==> config.mk <==
export PLATFORM = sky130hd
export DESIGN_NAME = rot_addr_gen
export DESIGN_NICKNAME = d
export VERILOG_FILES = /design/src/rtl/rot_addr_gen.sv
export SDC_FILE = /design/constraint.sdc
export NUM_CORES = 2
export LEC_CHECK = 0
export ABC_AREA = 1
export CAP_MARGIN = 10
export CORE_UTILIZATION = 55
export DETAILED_ROUTE_END_ITERATION = 8
export PLACE_DENSITY_LB_ADDON = 0.08
export SLEW_MARGIN = 20
export SYNTH_ARGS = -nofsm -noshare
export SYNTH_HDL_FRONTEND = slang
export SYNTH_SLANG_ARGS = --single-unit
==> constraint.sdc <==
create_clock -name I_AG_HCLK -period 18.22 [get_ports I_AG_HCLK]
set_input_delay 3.644 -clock I_AG_HCLK [delete_from_list [all_inputs] [get_ports I_AG_HCLK]]
set_output_delay 3.644 -clock I_AG_HCLK [all_outputs]
set_load 0.03 [all_outputs]
==> src/rtl/rot_addr_gen.sv <==
// rot_addr_gen: command address generator for tiled image rotation.
// Walks the padded source image tile by tile in row-major order. For each
// tile it issues TILE read commands (one per source line), then TILE write
// commands to the rotated destination tile position.
// Ports:
//   I_AG_HCLK, I_AG_HRESET_N      clock, async active-low reset
//   I_AG_START, I_AG_ABORT        job start pulse, synchronous abort
//   I_AG_HEIGHT/WIDTH             source size in pixels
//   I_AG_DEGREES/DIRECTION        rotation amount and sense (1=clockwise)
//   I_AG_SRC_BASE/DST_BASE        base byte addresses
//   I_AG_CMD_READY                downstream handshake
//   O_AG_CMD_VALID/ADDR/WRITE     command out (held while stalled)
//   O_AG_CMD_BEATS                constant beats per line command
//   O_AG_BUSY/DONE/ERR            job status
//   O_AG_NEW_H/NEW_W              destination dimensions
module rot_addr_gen #(
  parameter int ADDR_W  = 32,
  parameter int DIM_W   = 16,
  parameter int TILE_LG = 3,
  parameter int BPP     = 3,
  parameter int BEAT_B  = 4,
  parameter int MAX_DIM = 16383
) (
  input  logic              I_AG_HCLK,
  input  logic              I_AG_HRESET_N,
  input  logic              I_AG_START,
  input  logic              I_AG_ABORT,
  input  logic [DIM_W-1:0]  I_AG_HEIGHT,
  input  logic [DIM_W-1:0]  I_AG_WIDTH,
  input  logic [1:0]        I_AG_DEGREES,
  input  logic              I_AG_DIRECTION,
  input  logic [ADDR_W-1:0] I_AG_SRC_BASE,
  input  logic [ADDR_W-1:0] I_AG_DST_BASE,
  input  logic              I_AG_CMD_READY,
  output logic              O_AG_CMD_VALID,
  output logic [ADDR_W-1:0] O_AG_CMD_ADDR,
  output logic              O_AG_CMD_WRITE,
  output logic [7:0]        O_AG_CMD_BEATS,
  output logic              O_AG_BUSY,
  output logic              O_AG_DONE,
  output logic              O_AG_ERR,
  output logic [DIM_W-1:0]  O_AG_NEW_H,
  output logic [DIM_W-1:0]  O_AG_NEW_W
);

  localparam int TILE  = 1 << TILE_LG;
  localparam int BEATS = TILE * BPP / BEAT_B;

  typedef enum logic [1:0] {IDLE, READ, WRITE} state_t;

  state_t              state;
  logic [ADDR_W-1:0]   src_q, dst_q;
  logic [DIM_W-1:0]    pw_q, dw_q, th_q, tw_q;
  logic [DIM_W-1:0]    tr_q, tc_q;
  logic [TILE_LG-1:0]  line_q;
  logic [1:0]          rot_q;

  assign O_AG_CMD_BEATS = 8'(BEATS);

  // Start-time decode of the raw inputs
  logic [DIM_W:0]   h_sum, w_sum;
  logic [DIM_W-1:0] th_in, tw_in, ph_in, pw_in;
  logic [1:0]       rot_in;
  logic             legal;

  assign h_sum  = {1'b0, I_AG_HEIGHT} + (DIM_W+1)'(TILE - 1);
  assign w_sum  = {1'b0, I_AG_WIDTH}  + (DIM_W+1)'(TILE - 1);
  assign th_in  = DIM_W'(h_sum >> TILE_LG);
  assign tw_in  = DIM_W'(w_sum >> TILE_LG);
  assign ph_in  = th_in << TILE_LG;
  assign pw_in  = tw_in << TILE_LG;
  // counter-clockwise D is clockwise (4-D) mod 4, i.e. -D in two bits
  assign rot_in = I_AG_DIRECTION ? I_AG_DEGREES : 2'd0 - I_AG_DEGREES;
  assign legal  = (I_AG_HEIGHT != '0) && (I_AG_WIDTH != '0) &&
                  (I_AG_HEIGHT <= DIM_W'(MAX_DIM)) && (I_AG_WIDTH <= DIM_W'(MAX_DIM));

  // Position of the command that follows the current handshake
  logic               last_line, last_col, last_row;
  logic [DIM_W-1:0]   nxt_tr, nxt_tc;
  logic [TILE_LG-1:0] nxt_line;
  logic               nxt_write;

  assign last_line = (line_q == TILE_LG'(TILE - 1));
  assign last_col  = (tc_q == tw_q - DIM_W'(1));
  assign last_row  = (tr_q == th_q - DIM_W'(1));

  always_comb begin
    nxt_tr    = tr_q;
    nxt_tc    = tc_q;
    nxt_line  = line_q + TILE_LG'(1);
    nxt_write = O_AG_CMD_WRITE;
    if (last_line) begin
      nxt_line  = '0;
      nxt_write = !O_AG_CMD_WRITE;
      if (O_AG_CMD_WRITE) begin
        if (last_col) begin
          nxt_tc = '0;
          nxt_tr = tr_q + DIM_W'(1);
        end else begin
          nxt_tc = tc_q + DIM_W'(1);
        end
      end
    end
  end

  // Destination tile of the next source tile
  logic [DIM_W-1:0] dr, dc;

  always_comb begin
    dr = nxt_tr;
    dc = nxt_tc;
    case (rot_q)
      2'd1: begin
        dr = nxt_tc;
        dc = th_q - DIM_W'(1) - nxt_tr;
      end
      2'd2: begin
        dr = th_q - DIM_W'(1) - nxt_tr;
        dc = tw_q - DIM_W'(1) - nxt_tc;
      end
      2'd3: begin
        dr = tw_q - DIM_W'(1) - nxt_tc;
        dc = nxt_tr;
      end
      default: ;
    endcase
  end

  // All products carried at full address width; wraps modulo 2^ADDR_W
  logic [ADDR_W-1:0] rd_row, wr_row, rd_addr, wr_addr, nxt_addr;

  assign rd_row   = (ADDR_W'(nxt_tr) << TILE_LG) + ADDR_W'(nxt_line);
  assign wr_row   = (ADDR_W'(dr) << TILE_LG) + ADDR_W'(nxt_line);
  assign rd_addr  = src_q + (rd_row * ADDR_W'(pw_q) + (ADDR_W'(nxt_tc) << TILE_LG)) * ADDR_W'(BPP);
  assign wr_addr  = dst_q + (wr_row * ADDR_W'(dw_q) + (ADDR_W'(dc) << TILE_LG)) * ADDR_W'(BPP);
  assign nxt_addr = nxt_write ? wr_addr : rd_addr;

  always_ff @(posedge I_AG_HCLK or negedge I_AG_HRESET_N) begin
    if (!I_AG_HRESET_N) begin
      state          <= IDLE;
      src_q          <= '0;
      dst_q          <= '0;
      pw_q           <= '0;
      dw_q           <= '0;
      th_q           <= '0;
      tw_q           <= '0;
      tr_q           <= '0;
      tc_q           <= '0;
      line_q         <= '0;
      rot_q          <= '0;
      O_AG_CMD_VALID <= 1'b0;
      O_AG_CMD_ADDR  <= '0;
      O_AG_CMD_WRITE <= 1'b0;
      O_AG_BUSY      <= 1'b0;
      O_AG_DONE      <= 1'b0;
      O_AG_ERR       <= 1'b0;
      O_AG_NEW_H     <= '0;
      O_AG_NEW_W     <= '0;
    end else begin
      O_AG_DONE <= 1'b0;
      O_AG_ERR  <= 1'b0;
      case (state)
        IDLE: begin
          if (I_AG_START) begin
            if (legal) begin
              state          <= READ;
              src_q          <= I_AG_SRC_BASE;
              dst_q          <= I_AG_DST_BASE;
              pw_q           <= pw_in;
              dw_q           <= rot_in[0] ? ph_in : pw_in;
              th_q           <= th_in;
              tw_q           <= tw_in;
              rot_q          <= rot_in;
              tr_q           <= '0;
              tc_q           <= '0;
              line_q         <= '0;
              O_AG_CMD_VALID <= 1'b1;
              O_AG_CMD_ADDR  <= I_AG_SRC_BASE;
              O_AG_CMD_WRITE <= 1'b0;
              O_AG_BUSY      <= 1'b1;
              O_AG_NEW_H     <= rot_in[0] ? pw_in : ph_in;
              O_AG_NEW_W     <= rot_in[0] ? ph_in : pw_in;
            end else begin
              O_AG_ERR <= 1'b1;
            end
          end
        end
        default: begin
          if (I_AG_ABORT) begin
            state          <= IDLE;
            tr_q           <= '0;
            tc_q           <= '0;
            line_q         <= '0;
            O_AG_CMD_VALID <= 1'b0;
            O_AG_CMD_WRITE <= 1'b0;
            O_AG_BUSY      <= 1'b0;
          end else if (O_AG_CMD_VALID && I_AG_CMD_READY) begin
            if (state == WRITE && last_line && last_row && last_col) begin
              state          <= IDLE;
              tr_q           <= '0;
              tc_q           <= '0;
              line_q         <= '0;
              O_AG_CMD_VALID <= 1'b0;
              O_AG_CMD_WRITE <= 1'b0;
              O_AG_BUSY      <= 1'b0;
              O_AG_DONE      <= 1'b1;
            end else begin
              state          <= nxt_write ? WRITE : READ;
              tr_q           <= nxt_tr;
              tc_q           <= nxt_tc;
              line_q         <= nxt_line;
              O_AG_CMD_WRITE <= nxt_write;
              O_AG_CMD_ADDR  <= nxt_addr;
            end
          end
        end
      endcase
    end
  end

endmodule
==> results.yml <==
clock_network:
  clk_latency_ps: 510
  h-tree-depth: 4
  postCtsResizedCells: 0
  clockRootBuffer: "clkbuf_16"
  clk_pin_slew_ps: 90
  cts_hold_buf: 0
  post_cts_buffers: 0
  clockBufferDepth: 2
  cts.sinks: 192
  cts_tree: "built"
  cts_buffers: 17
sta:
  setup_viol: 0
  finalHoldViolCount: 0
  skew_ps: 31.0
  worst_pin_slew_ps: 1090
  rsz0062_at_grt: "no"
  drv_slew: 0
  fin_crit_ps: 13740
  totalNegativeSetupSlack_ps: 0
  period_share_pct: 75.4
  max_freq_mhz: 72.8
  slew_headroom_pct: 27.2
route:
  detail-route-antenna-nets: 0
  drt_first_pass_iters: 6
  via_per_inst: 5.70
  wirelength_um: 110000
  wire_per_inst_um: 21.3
  dr_total_vias: 29500
  first_iter_violations: 2768
  drc: 0
yosys:
  postSynthCellCount: 4311
  synth-seq-cells: 192
  synthDistinctLibCells: 67
  syn_avg_cell_area_um2: 7.54
  synth_top_area_share_pct: 26.9
  netlist_area_um2: 32500
  yosysSeqAreaShare_pct: 14.8
  synth_flop_cell: "dfrtp_1"
  ys_warn_count: 0
  async_flop_share_pct: 100
  yosys-top-cells-area: "fa_1 (27%), dfrtp_1 (15%), nand2_1 (12%)"
  synth_top_area_cell: "fa_1"
  synth_edf_count: 0
setup_path:
  crit_top_cell: "nand2_1"
  slowest_stage: "dfrtp_1"
  cp_max_fo: 20
  startpoint_type: "flop"
  cp.required_ps: 18610
  cpPeakStageDelay_ps: 830
  end_kind: "flop"
  crit_arrival_ps: 14140
  critical_path_class: "reg -> reg"
floorplan:
  placementRows: 88
  die_y_um: 245
  die-area_um2: 60000
  die_x_um: 245
  start_util_pct: 56.0
  core_area_um2: 58000
  io_pins: 181
run_status:
  status: "complete, no violations"
layout:
  multiInputGateArea_um2: 24100
  area_delta_synth_final_pct: 9.14
  seq_area_um2: 4800
  drive_above_1_share_pct: 3.51
  nets: 5208
  fillers: 5392
grt:
  grt_pass1_vias: 28400
  grt_max_degree: 97
  grt.overflow.total: 0
  grt.total_usage_pct: 37.6
  grt_pass1_wl_um: 169000
  antenna_found_initial: 2
min_path:
  hold_class: "reg -> reg"
placement:
  portBuffers: 166
  gp_congestion: 1.09
  hpwl_um: 90700
job:
  maxCapViolations: 0
synth_stat cells (7+ instances only):
library cell and n:
o22ai_1 38, o21bai_1 16, nor2_2 7, nand4_1 33, nand2_1 1069, nand2_2 18, o221ai_1 23, dfrtp_1 192
nand3_1 132, or2_2 16, nor4_1 12, o211ai_1 17, ha_1 269, buf_4 16, o31ai_1 9, a22oi_1 9
buf_2 19, clkbuf_1 103, inv_2 15, nor2_1 344, o21ai_1 19, fa_1 437, o2111ai_1 12, inv_1 775
clkinv_1 14, xnor2_1 43, nor3_1 34, o21ai_0 189, xor2_1 120, a31oi_1 10, a21oi_1 213, a21o_1 9
per-stage QoR:
step	util [%]	setup WS [ps]	hold WS [ps]	std cells	area [um2]
2_1_floorplan	-	6300	449	4323	32500
3_3_place_gp	60.0	5190	459	5144	34800
3_5_place_dp	60.0	4820	459	5144	34800
4_1_cts	61.1	4790	479	5176	35500
5_1_grt	61.1	3520	502	5176	35500
6_report	61.1	4480	477	5177	35500
routing by layer:
layer / GRT usage, % / share of wire [%] / vias up
met4: 17.6 / 5.3 / 0
met2: 56.4 / 43 / 1425
met5: 0.490 / 0 / -
li1: - / - / 13600
met3: 6.83 / 9.7 / 228
met1: 52.6 / 42 / 14300
path summary, 6_finish.rpt:
| kind | start | to | slack, ps | cells past startpoint |
|---|---|---|---|---|
| worst max-delay path | tw_q[1]$_DFFE_PN0P_ | O_AG_CMD_ADDR[31]$_DFFE_PN0P_ | 4480 | 64 |
| worst max register to register | tw_q[1]$_DFFE_PN0P_ | O_AG_CMD_ADDR[31]$_DFFE_PN0P_ | 4480 | 64 |
| max in group asynchronous | I_AG_HRESET_N | dw_q[11]$_DFFE_PN0P_ | 13770 | 2 |
| worst min-delay path | O_AG_NEW_H[15]$_DFFE_PN0P_ | O_AG_NEW_H[15]$_DFFE_PN0P_ | 480 | 2 |
| min in group asynchronous | I_AG_HRESET_N | O_AG_ERR$_DFF_PN0_ | 3140 | 1 |
| worst min register to register | O_AG_NEW_H[15]$_DFFE_PN0P_ | O_AG_NEW_H[15]$_DFFE_PN0P_ | 480 | 2 |
cells in the final DEF (no fill, tap or decap), types with 16 or more instances in the layout:
cell and n:
clkbuf_16 17, o21ai_1 19, nor2_1 342, buf_4 34, nand2_2 18, nor3_1 34
o22ai_1 38, o221ai_1 23, fa_1 437, o211ai_1 17, ha_1 269, xnor2_1 43
nand2_1 1069, inv_2 16, inv_1 774, or2_2 16, a21oi_1 213, nand4_1 33
o21bai_1 16, o21ai_0 189, dfrtp_1 192, xor2_1 120, clkdlybuf4s50_1 165, nand3_1 130
flip-flops by register name (all words and copies together), names as in the netlist, 2 cells and up:
register / cells
O_AG_NEW_H: 13
dw_q: 13
th_q: 14
line_q: 3
rot_q: 2
dst_q: 32
tc_q: 16
tw_q: 14
tr_q: 16
src_q: 32
O_AG_CMD_ADDR: 32
layout make-up:
class	count	area share, %
inverter	805	8.53
sequential	192	13.6
clock inverter	15	0.642
multi-input combinational	3182	67.9
clock buffer	17	1.20
tap	765	2.70
timing repair buffer	200	5.42
antenna	1	0.00706
kinds of logic (layout without fill, tap and decap cells):
group,count (synthesis),count (layout),share of synthesized area [%]
simple gates,1695,1695,21.4
buf+inv,949,1037,11.3
fa+ha+maj,706,706,37.3
compound gates,604,604,10.8
flops,192,192,14.8
xor+xnor,163,163,4.39
other cells,2,15,0.0231
critical path: cells and delay by family (launching register included):
family | cells | cell delay (ps)
and+or+nand+nor | 27 | 3080
xor gates and xnor gates | 2 | 540
adders and majority gates | 11 | 4870
AOI/OAI and AO/OA | 15 | 3260
buffers and inverters | 9 | 1040
DFF | 1 | 830
Power is not shown: default switching activity piles up to over one toggle a cycle in this logic, so the estimate is an artifact.
